==> src/rtl/game_pkg.sv <==
// Shared types and level constants for the lock-picking game controller.
package game_pkg;

    typedef enum logic [2:0] {
        IDLE,
        START,
        PLAY,
        CLEAR,
        WIN,
        LOSE
    } seq_state_t;

    localparam logic [1:0] LVL_EASY = 2'd0;
    localparam logic [1:0] LVL_MED  = 2'd1;
    localparam logic [1:0] LVL_HARD = 2'd2;
    localparam logic [1:0] LVL_LAST = LVL_HARD;

endpackage

==> src/rtl/edge_detect.sv <==
// Rising-edge detector for a synchronous level input.
module edge_detect (
    input  logic Clk,
    input  logic Reset,
    input  logic sig,
    output logic rise
);

    logic sig_q;

    always_ff @(posedge Clk or posedge Reset) begin
        if (Reset) begin
            sig_q <= 1'b0;
        end else begin
            sig_q <= sig;
        end
    end

    assign rise = sig & ~sig_q;

endmodule

==> src/rtl/level_sequencer.sv <==
// Game controller: sequences easy/medium/hard levels, enforcing a per-level
// time limit and a per-game budget of failed openings.
module level_sequencer
    import game_pkg::*;
#(
    parameter int          HOLD_CYCLES  = 16,
    parameter int          MAX_ATTEMPTS = 5,
    parameter int unsigned TIME_LIMIT   = 32'd1_500_000_000
) (
    input  logic       Clk,
    input  logic       Reset,
    input  logic       gameStart,
    input  logic       openner,
    input  logic [2:0] levelDone,
    output logic [2:0] levelStart,
    output logic [1:0] currLevel,
    output logic [2:0] attemptsLeft,
    output logic       timerExpired,
    output logic       playing,
    output logic       gameWon,
    output logic       gameLost
);

    localparam logic [7:0]  HOLD_LAST  = 8'(HOLD_CYCLES - 1);
    localparam logic [2:0]  ATT_INIT   = 3'(MAX_ATTEMPTS);
    localparam logic [31:0] TIMER_INIT = 32'(TIME_LIMIT - 1);

    seq_state_t  state;
    logic [7:0]  holdCnt;
    logic [31:0] timer;
    logic        startEdge;
    logic        openEdge;
    logic        curDone;

    edge_detect u_start_edge (
        .Clk   (Clk),
        .Reset (Reset),
        .sig   (gameStart),
        .rise  (startEdge)
    );

    edge_detect u_open_edge (
        .Clk   (Clk),
        .Reset (Reset),
        .sig   (openner),
        .rise  (openEdge)
    );

    assign curDone = levelDone[currLevel];

    always_ff @(posedge Clk or posedge Reset) begin
        if (Reset) begin
            state        <= IDLE;
            levelStart   <= '0;
            currLevel    <= LVL_EASY;
            attemptsLeft <= '0;
            timerExpired <= 1'b0;
            holdCnt      <= '0;
            timer        <= '0;
        end else begin
            levelStart <= '0;
            case (state)
                IDLE, WIN, LOSE: begin
                    if (startEdge) begin
                        state        <= START;
                        currLevel    <= LVL_EASY;
                        attemptsLeft <= ATT_INIT;
                        timerExpired <= 1'b0;
                        levelStart   <= 3'b001;
                    end
                end
                START: begin
                    timer   <= TIMER_INIT;
                    holdCnt <= '0;
                    state   <= PLAY;
                end
                PLAY: begin
                    if (timer != '0) begin
                        timer <= timer - 32'd1;
                    end
                    // Hold counter saturates at its terminal value so it never wraps.
                    if (!curDone) begin
                        holdCnt <= '0;
                    end else if (holdCnt != HOLD_LAST) begin
                        holdCnt <= holdCnt + 8'd1;
                    end
                    if (curDone && holdCnt == HOLD_LAST) begin
                        state <= CLEAR;
                    end else if (openEdge) begin
                        if (attemptsLeft == 3'd1) begin
                            attemptsLeft <= '0;
                            state        <= LOSE;
                        end else begin
                            attemptsLeft <= attemptsLeft - 3'd1;
                        end
                    end else if (timer == '0) begin
                        state        <= LOSE;
                        timerExpired <= 1'b1;
                    end
                end
                CLEAR: begin
                    if (currLevel == LVL_LAST) begin
                        state <= WIN;
                    end else begin
                        currLevel  <= currLevel + 2'd1;
                        levelStart <= 3'b001 << (currLevel + 2'd1);
                        state      <= START;
                    end
                end
                default: state <= IDLE;
            endcase
        end
    end

    assign playing  = (state == START) || (state == PLAY);
    assign gameWon  = (state == WIN);
    assign gameLost = (state == LOSE);

endmodule
==> config.mk <==
export PLATFORM = sky130hd
export DESIGN_NAME = level_sequencer
export DESIGN_NICKNAME = d
export VERILOG_FILES = /design/src/rtl/game_pkg.sv /design/src/rtl/edge_detect.sv /design/src/rtl/level_sequencer.sv
export SDC_FILE = /design/constraint.sdc
export NUM_CORES = 1
export LEC_CHECK = 0
export CORE_UTILIZATION = 55
export CTS_BUF_LIST = sky130_fd_sc_hd__clkbuf_8 sky130_fd_sc_hd__clkbuf_16
export CTS_CLUSTER_DIAMETER = 50
export DETAILED_ROUTE_END_ITERATION = 12
export DONT_BUFFER_PORTS = 1
export PLACE_DENSITY = 0.68
export SLEW_MARGIN = 20
export SYNTH_ARGS = -nofsm -noshare
export SYNTH_HDL_FRONTEND = slang
export SYNTH_HIERARCHICAL = 1
export SYNTH_SLANG_ARGS = --single-unit
==> constraint.sdc <==
create_clock -name Clk -period 2.5 [get_ports Clk]
set_input_delay 0.375 -clock Clk [delete_from_list [all_inputs] [get_ports Clk]]
set_output_delay 0.375 -clock Clk [all_outputs]
set_load 0.02 [all_outputs]
After elaboration in Yosys (flattened, before gate mapping)
Index checks and enable logic that the tools add are counted.
{"block": "op_classes", "n_addsub": 4, "mul": 0, "div_mod_pow": 0, "n_lt_le_gt_ge": 1, "n_eq_ne": 19, "shifts": 1, "n_mux": 30, "n_bitwise": 4, "n_reduce_logical": 15}
{"operator": "case mux 32 bit (2 select lines)", "n": 1}
{"operator": "2-to-1 mux 3 bit", "n": 11}
{"operator": "zero test 32 bit", "n": 1}
{"operator": "2-to-1 mux 32 bit", "n": 1}
{"operator": "nonzero test 32 bit", "n": 1}
{"operator": "subtractor 32 x 1 -> 32 bit, second input constant", "n": 1}
{"operator": "2-to-1 mux 8 bit", "n": 2}
{"operator": "case mux 8 bit (2 select lines)", "n": 1}
{"operator": "!= test 2 bit, second input constant", "n": 7}
{"operator": "case mux 3 bit (2 select lines)", "n": 2}
{"operator": "case mux 3 bit (4 select lines)", "n": 1}
{"operator": "adder 8 x 1 -> 8 bit, second input constant", "n": 1}
{"operator": "equality test 8 x 4 -> 1 bit, second input constant", "n": 1}
{"operator": "!= test 4 bit, second input constant", "n": 2}
{"operator": "!= test 8 x 4 -> 1 bit, second input constant", "n": 1}
{"operator": "equality test 3 x 1 -> 1 bit, second input constant", "n": 2}
{"operator": "equality test 3 x 2 -> 1 bit, second input constant", "n": 2}
{"operator": "equality test 3 bit, second input constant", "n": 2}
{"operator": "2-to-1 mux 1 bit", "n": 6}
{"operator": "AND reduction 3 bit", "n": 2}
{"operator": "nonzero test 2 bit", "n": 3}
{"operator": "AND reduction 5 bit", "n": 1}
{"operator": "2-to-1 mux 2 bit", "n": 2}
{"operator": "case mux 2 bit (2 select lines)", "n": 1}
{"operator": "16 further kinds", "n": 19}
{"block": "word_totals", "reg_bits": 54, "latch_bits": 0, "mem_bits_rw": 0, "romBits": 0, "out_inout_bits": 12, "word_cells": 83, "n_memories": 0}

Longest topological paths before layout
Gate-level depths: netlist (run 1).
{"block": "logic_depth", "depth_word": 5, "depth_mapped": 9, "ltp_nobuf": 7}

Hierarchy
The synthesis (run 1) kept the hierarchy.
{"mod": "level_sequencer", "instances": 1, "cells_per_inst": 323, "area_per_inst_um2": 3030.4, "seq_area_each_um2": 1301.2}
{"mod": "edge_detect", "instances": 2, "cells_per_inst": 3, "area_per_inst_um2": 42.5, "seq_area_each_um2": 25.0}

Least setup slack after synthesis (run 1)
Ideal clock, no wire load.
{"block": "synth_path", "path_type": "register to register", "startpoint": "register timer[0]", "endpoint": "register state[1]", "t_arrival_ns": 2.162, "required_time_ns": 2.369, "setup_slack_ns": 0.207, "stages_incl_launch_ff": 9, "path_buffers": 1, "synth_period_minus_slack_ns": 2.293, "path_cell_list": "dfrtp_1 inv_1 ha_1 or4b_1 nor4_4 buf_6 nand3_4 o2111a_1 or3_1"}
{"block": "synth_between", "elab_chain_cells": 3}
{"element": "from (decl)", "line": "level_sequencer.sv:30", "rtl": "logic [31:0] timer;"}
{"element": "from (signal assigned)", "line": "level_sequencer.sv:79", "rtl": "timer <= timer - 32'd1;"}
{"element": "zero test 32 bit", "line": "level_sequencer.sv:96", "rtl": "end else if (timer == '0) begin"}
{"element": "!= test 4 bit (no source line)"}
{"element": "AND reduction 3 bit (no source line)"}
{"element": "to (signal assigned)", "line": "level_sequencer.sv:97", "rtl": "state <= LOSE;"}
{"element": "to (signal assigned)", "line": "level_sequencer.sv:103", "rtl": "state <= WIN;"}
{"element": "to (signal assigned)", "line": "level_sequencer.sv:107", "rtl": "state <= START;"}
{"element": "to (decl)", "line": "level_sequencer.sv:28", "rtl": "seq_state_t state;"}
Every way passes these cells.
A chain may end at the register's enable or synchronous reset.

Final worst setup path (run 1)
Ends and elaborated chain as after synthesis.

==> flow_summary_export.csv, run 1 <==
group,metric,value,unit
routing,drc,0,
power_and_ir_drop,max-vdd-ir-drop,0.731,mV
timing,tightest_slew,0.562,ns
grt,grt_pass1_vias,2463,
timing,fin_crit_sh,0.981,
worst_setup_path,crit_family,"simple AND/OR/NAND/NOR gates",
clock_tree,ctsHtreeMaxLevel,2,
grt,grt_overflow_total,0,
power_and_ir_drop,power_frac_comb,0.356,
floorplan,die_h,77.3,um
grt,grt_start_max_net_pins,22,
synthesis,synth_nets,344,
clock_tree,path_clk_slew,0.09,ns
layout,final_util,0.632,
timing,min_period,2.45,ns
grt,grt_pass1_wl,11800,um
routing,vias,2566,
worst_setup_path,path_depth,8,
timing,clock_skew,0.00438,ns
timing,relSlewSlack,0.616,
worst_setup_path,crit_arrival,2.64,ns
routing,firstDrtPassIters,6,
layout,multiInputGateArea,1660,sq um
routing,vias_per_cell,6.10,
synthesis,yosys_most_used_dff,"dfrtp_1",
layout,area_growth,11.0,%
worst_setup_path,worstPathRequired,2.69,ns
power_and_ir_drop,seqPwrFrac,0.456,
worst_setup_path,r2r-start,"timer[0]",
routing,drt_wl_total,6760,um
routing,avgRoutedWirePerCell,16.0,um
power_and_ir_drop,leakagePower,1.32,nW
synthesis,synth.most_common_cell,"dfrtp_1",
power_and_ir_drop,p_clk_frac,0.188,
worst_setup_path,crit_type,"reg -> reg",
worst_setup_path,ff2ff_path_depth,8,
clock_tree,cts_buffers,5,
power_and_ir_drop,p_per_area,706,nW/um^2
clock_tree,clock_latency,0.31,ns
synthesis,mappedNetlistArea,3120,sq um
place,routabilityCongestion,0.837,
floorplan,rows,27,
flow_run,maxCapViolCount,0,
synthesis,ys_seq_area_frac,0.434,
synthesis,synth_area_leaders,"dfrtp_1 (43%), ha_1 (3.2%), nand3_1 (2.7%)",
timing,hold_viol_final,0,
floorplan,die-width,77.3,um
routing,drtIter0Drc,155,
grt,grt_usage,0.251,
timing,fmax,408,MHz
place,hpwlAfterDp,4650,um
hold_path,min_path_type,"in -> reg",
layout,antenna_cells,0,
timing,slew_violations,0,
floorplan,core_area,5470,sq um
floorplan,pin_count,19,
power_and_ir_drop,p_int,1.50,mW
hold_path,whs_endpoint,"u_start_edge/sig_q",
timing,tns,0,ns
worst_setup_path,regToRegSetupSlack,0.05,ns
worst_setup_path,path_max_fanout,5,
worst_setup_path,endpoint_kind,"flop",
floorplan,dieArea,5970,sq um
synthesis,ys_seq_elements,54,
run_status,status,"completed",
timing,setup_viol,0,
floorplan,start_util,0.569,
power_and_ir_drop,p_switching,0.942,mW
hold_path,hold_path_depth,0,
clock_tree,cts_tree,"done",
synthesis,synth_top_area_frac,0.434,
layout,drive_gt1_frac,0.155,
synthesis,yosysWarnings,6,
place,port_buffers,0,
synthesis,syn-instance-count,329,
synthesis,yosys.area.top_type,"dfrtp_1",
power_and_ir_drop,swShare,0.386,
hold_path,hold_start,"gameStart",
grt,antenna_found_initial,0,
synthesis,synth.avg_cell_area,9.47,sq um
clock_tree,cts_buffer_depth,2,
worst_setup_path,crit_buf_inv,2,
synthesis,synth_cell_types,59,
synthesis,synth_commonest_cells,"dfrtp_1 (54), nand2_1 (22), nor2_1 (20)",
layout,regArea,1350,sq um
synthesis,synth-async-reset-ratio,1.00,
layout,nets,364,
timing,rsz0062_at_grt,"yes",
layout,fill_cells,478,
clock_tree,cts_sinks,54,
worst_setup_path,reg2reg_to,"state[1]",
worst_setup_path,path_cells,"inv_1, ha_2, or4b_4, nor4_4, buf_4, nand3_4, o2111a_1, or3_1",
worst_setup_path,crit_slowest_cell,"or4b_4",
worst_setup_path,worst_setup_path_start_kind,"flop",
worst_setup_path,cpPeakStageDelay,0.47,ns
routing,postRouteAntennaNets,0,
synthesis,synth_edf_count,0,
clock_tree,ctsRootBufferMaster,"clkbuf_8",
## kinds of logic after synthesis
logic type	after synthesis	synth area share
AO/OA/AOI/OAI	71	0.151
XOR/XNOR	9	0.0253
adder cells (fa/ha/maj)	8	0.0321
buffers and inverters	30	0.0426
flip-flops	54	0.434
multiplexers	7	0.0225
AND/OR/NAND/NOR	150	0.292
## timing repair
item	4_1_cts	5_1_grt
hold buffers	1	0
endpoints found under the setup margin	0	8
buffers inserted	0	8
resized for setup	0	5
hold endpoints to repair	13	0
## sequential cells by signal (all words and copies together) (netlist names)
register and flops:
attemptsLeft 3, currLevel 2, holdCnt 8, levelStart 3
state 3, timer 32, timerExpired 1, u_open_edge/sig_q 1
u_start_edge/sig_q 1
## layout make-up
cell class | instances | area share
Timing Repair Buffer | 29 | 0.0673
Inverter | 14 | 0.0152
Clock buffer | 5 | 0.0199
Tap cell | 72 | 0.0260
Multi-Input combinational cell | 245 | 0.479
Sequential cell | 54 | 0.391
Clock inverter | 2 | 0.00217
## stage by stage
step	setup WS, ns	total power, mW	instance area (sq um)	hold WS [ns]	cells
floorplan	0.207	1.69	3120	0.104	329
global placement	0.138	1.95	3290	0.106	405
detailed placement	0.0664	1.95	3290	0.107	405
CTS	0.0512	2.42	3370	0.0780	413
global route	-0.0198	2.62	3460	0.0677	421
finish	0.0473	2.44	3460	0.0904	421
## power groups by stage
stage	sequential [mW]	clock [mW]	combinational [mW]
after floorplan	1.12	0	0.574
after global placement	1.12	0	0.824
after detailed placement	1.13	0	0.823
after CTS	1.11	0.476	0.829
after global routing	1.13	0.505	0.985
final	1.11	0.458	0.869
## metal layers
metal / up-vias / part of all wire / global-route usage
met5: - / 0 / 0
met4: 0 / 0.012 / 0.0830
met3: 7 / 0.035 / 0.0369
met2: 50 / 0.45 / 0.378
met1: 1244 / 0.50 / 0.368
li1: 1265 / - / -
## worst register-to-register path, delay by kind of cell, from the launching register on
kind | cells | cell delay (ns)
adders and majority gates | 1 | 0.16
DFF | 1 | 0.41
AOI/OAI and AO/OA | 1 | 0.28
buffers and inverters | 2 | 0.26
and+or+nand+nor | 4 | 1.22
## layout by cell type, fill, tap and decap left out, drive strengths merged, types with 3 or more instances in the layout
master   synthesis  final
dfrtp           54     54
buf              8     28
nand2           22     22
nor2            20     20
nand3           18     18
a21oi           16     16
inv             14     16
o21ai           16     16
or3             13     13
nor3            11     11
nor4            10     10
xnor2            9      9
and3             9      9
a31oi            9      9
ha               8      8
mux2i            7      7
nor2b            6      6
o31ai            5      5
nand2b           5      5
nand4            5      5
clkbuf           8      5
or4              5      5
nand3b           4      4
o41ai            4      4
or4b             4      4
and4             4      4
or2              3      3
and2             3      3
a2111oi          3      3
## worst max path at each step
stage	startpoint	end	slack, ns
6_report	timer[0]	state[1]	0.05
2_1_floorplan	timer[0]	state[1]	0.21
3_3_place_gp	timer[0]	state[1]	0.14
5_1_grt	timer[1]	state[1]	-0.02
3_5_place_dp	timer[0]	state[1]	0.07
4_1_cts	timer[0]	state[1]	0.05
Note: power is estimated with default switching activity, not from simulation.
==> run 2: changes to the inputs <==
--- a/config.mk
+++ b/config.mk
@@ -16,3 +16,4 @@
 export SYNTH_HDL_FRONTEND = slang
 export SYNTH_HIERARCHICAL = 1
 export SYNTH_SLANG_ARGS = --single-unit
+export TNS_END_PERCENT = 10
==> flow_summary_export.csv, run 2 (synthesis results as in run 1) <==
group,metric,value,unit
run_status,status,"completed",
grt,grt_pass1_wl,11800,um
place,port_buffers,0,
grt,grt_overflow_total,0,
worst_setup_path,worst_setup_path_start_kind,"flop",
worst_setup_path,endpoint_kind,"flop",
clock_tree,clock_latency,0.31,ns
timing,slew_violations,0,
routing,postRouteAntennaNets,0,
layout,regMostFlops,"timer",
timing,hold_viol_final,0,
layout,area_growth,8.71,%
flow_run,maxCapViolCount,0,
place,routabilityCongestion,0.837,
power_and_ir_drop,seqPwrFrac,0.464,
routing,vias,2518,
grt,grt_start_max_net_pins,22,
power_and_ir_drop,p_int,1.47,mW
routing,drtIter0Drc,158,
power_and_ir_drop,p_clk_frac,0.190,
layout,largest_register_ffs,32,
power_and_ir_drop,max-vdd-ir-drop,0.688,mV
layout,antenna_cells,0,
timing,min_period,2.47,ns
hold_path,min_path_type,"in -> reg",
timing,rsz0062_at_grt,"yes",
worst_setup_path,crit_slowest_cell,"or4b_1",
routing,drt_wl_total,6680,um
timing,tightest_slew,0.558,ns
floorplan,die_h,77.3,um
power_and_ir_drop,p_switching,0.932,mW
layout,nets,356,
layout,stdcell_area,3390,sq um
power_and_ir_drop,p_per_area,710,nW/um^2
layout,layout_common_cells,"dfrtp_1 (54), nand2_1 (22), nor2_1 (20), buf_4 (19), nand3_1 (17)",
floorplan,core_area,5470,sq um
power_and_ir_drop,swShare,0.388,
power_and_ir_drop,power_frac_comb,0.346,
routing,drc,0,
worst_setup_path,crit_arrival,2.67,ns
floorplan,pin_count,19,
timing,tns,0,ns
worst_setup_path,path_max_fanout,8,
place,dp_cells,405,
timing,clock_skew,0.00442,ns
layout,largest_registers,"timer x32, holdCnt x8",
routing,avgRoutedWirePerCell,16.2,um
clock_tree,cts_buffers,5,
clock_tree,cts_sinks,54,
routing,vias_per_cell,6.10,
worst_setup_path,cpPeakStageDelay,0.49,ns
power_and_ir_drop,leakagePower,1.29,nW
timing,fin_crit_sh,0.990,
worst_setup_path,worstPathRequired,2.69,ns
routing,firstDrtPassIters,4,
timing,fmax,404,MHz
worst_setup_path,crit_family,"simple AND/OR/NAND/NOR gates",
layout,final_util,0.619,
clock_tree,ctsRootBufferMaster,"clkbuf_8",
floorplan,rows,27,
place,hpwlAfterDp,4650,um
clock_tree,path_clk_slew,0.09,ns
floorplan,die-width,77.3,um
grt,grt_pass1_vias,2463,
floorplan,start_util,0.569,
layout,fin_cells,413,
grt,antenna_found_initial,0,
clock_tree,cts_tree,"done",
timing,relSlewSlack,0.618,
layout,final_common_cell,"dfrtp_1",
place,postPlaceCellArea,3290,sq um
clock_tree,cts_setup_buffers,0,
floorplan,dieArea,5970,sq um
layout,drive_gt1_frac,0.126,
worst_setup_path,crit_buf_inv,2,
grt,grt_usage,0.251,
timing,setup_viol,0,
power_and_ir_drop,p_total,2.40,mW
worst_setup_path,path_cells,"inv_1, ha_1, or4b_1, nor4_4, buf_4, nand3_4, o2111a_1, or3_1",
clock_tree,ctsHtreeMaxLevel,2,
clock_tree,cts_buffer_depth,2,
worst_setup_path,crit_type,"reg -> reg",
==> run 2: cell count changes in the layout (fill, tap and decap cells not counted), sizes merged <==
cell  change
buf       -8
==> run 2: stage by stage <==
step / hold WS (ns) / setup WS (ns)
floorplan: 0.104 / 0.207
global placement: 0.106 / 0.138
detailed placement: 0.107 / 0.0664
CTS: 0.0780 / 0.0512
global route: 0.0677 / -0.101
finish: 0.0921 / 0.0261
==> run 2: worst paths after layout <==
check | from | endpoint | slack, ns | cells past startpoint
max | timer[0] | state[1] | 0.03 | 8
min | gameStart | u_start_edge/sig_q | 0.09 | 0
max reg2reg | timer[0] | state[1] | 0.03 | 8
min reg2reg | timer[0] | timer[0] | 0.51 | 1
max in group asynchronous | Reset | timer[17] | 1.45 | 3
min in group asynchronous | Reset | u_start_edge/sig_q | 0.39 | 2
==> run 2: metal layers <==
metal | up-vias | share of wire | GRT usage
met1 | 1217 | 0.51 | 0.368
met2 | 45 | 0.45 | 0.378
li1 | 1249 | - | -
met3 | 7 | 0.031 | 0.0369
met4 | 0 | 0.012 | 0.0830
met5 | - | 0 | 0
==> run 2: cell type report <==
type	instances	area, sq um
fillers	487	2090
multi-input cells	245	1640
flip-flops and latches	54	1350
repair buffers	21	173
well taps	72	90.1
clock buffers	5	68.8
inverters	14	52.6
clock inverters	2	7.51
==> run 2: power by group through the flow <==
stage                     clock network (mW)  logic, mW  registers (mW)
final                                  0.457      0.833            1.11
after global routing                   0.505      0.943            1.13
after detailed placement                   0      0.823            1.13
after global placement                     0      0.824            1.12
after floorplan                            0      0.574            1.12
after CTS                              0.476      0.829            1.11
==> run 2: repair_timing <==
action,in CTS,in global routing
hold endpoints to repair,13,0
gates resized for setup,0,2
setup endpoints to repair,0,8
hold buffers,1,0
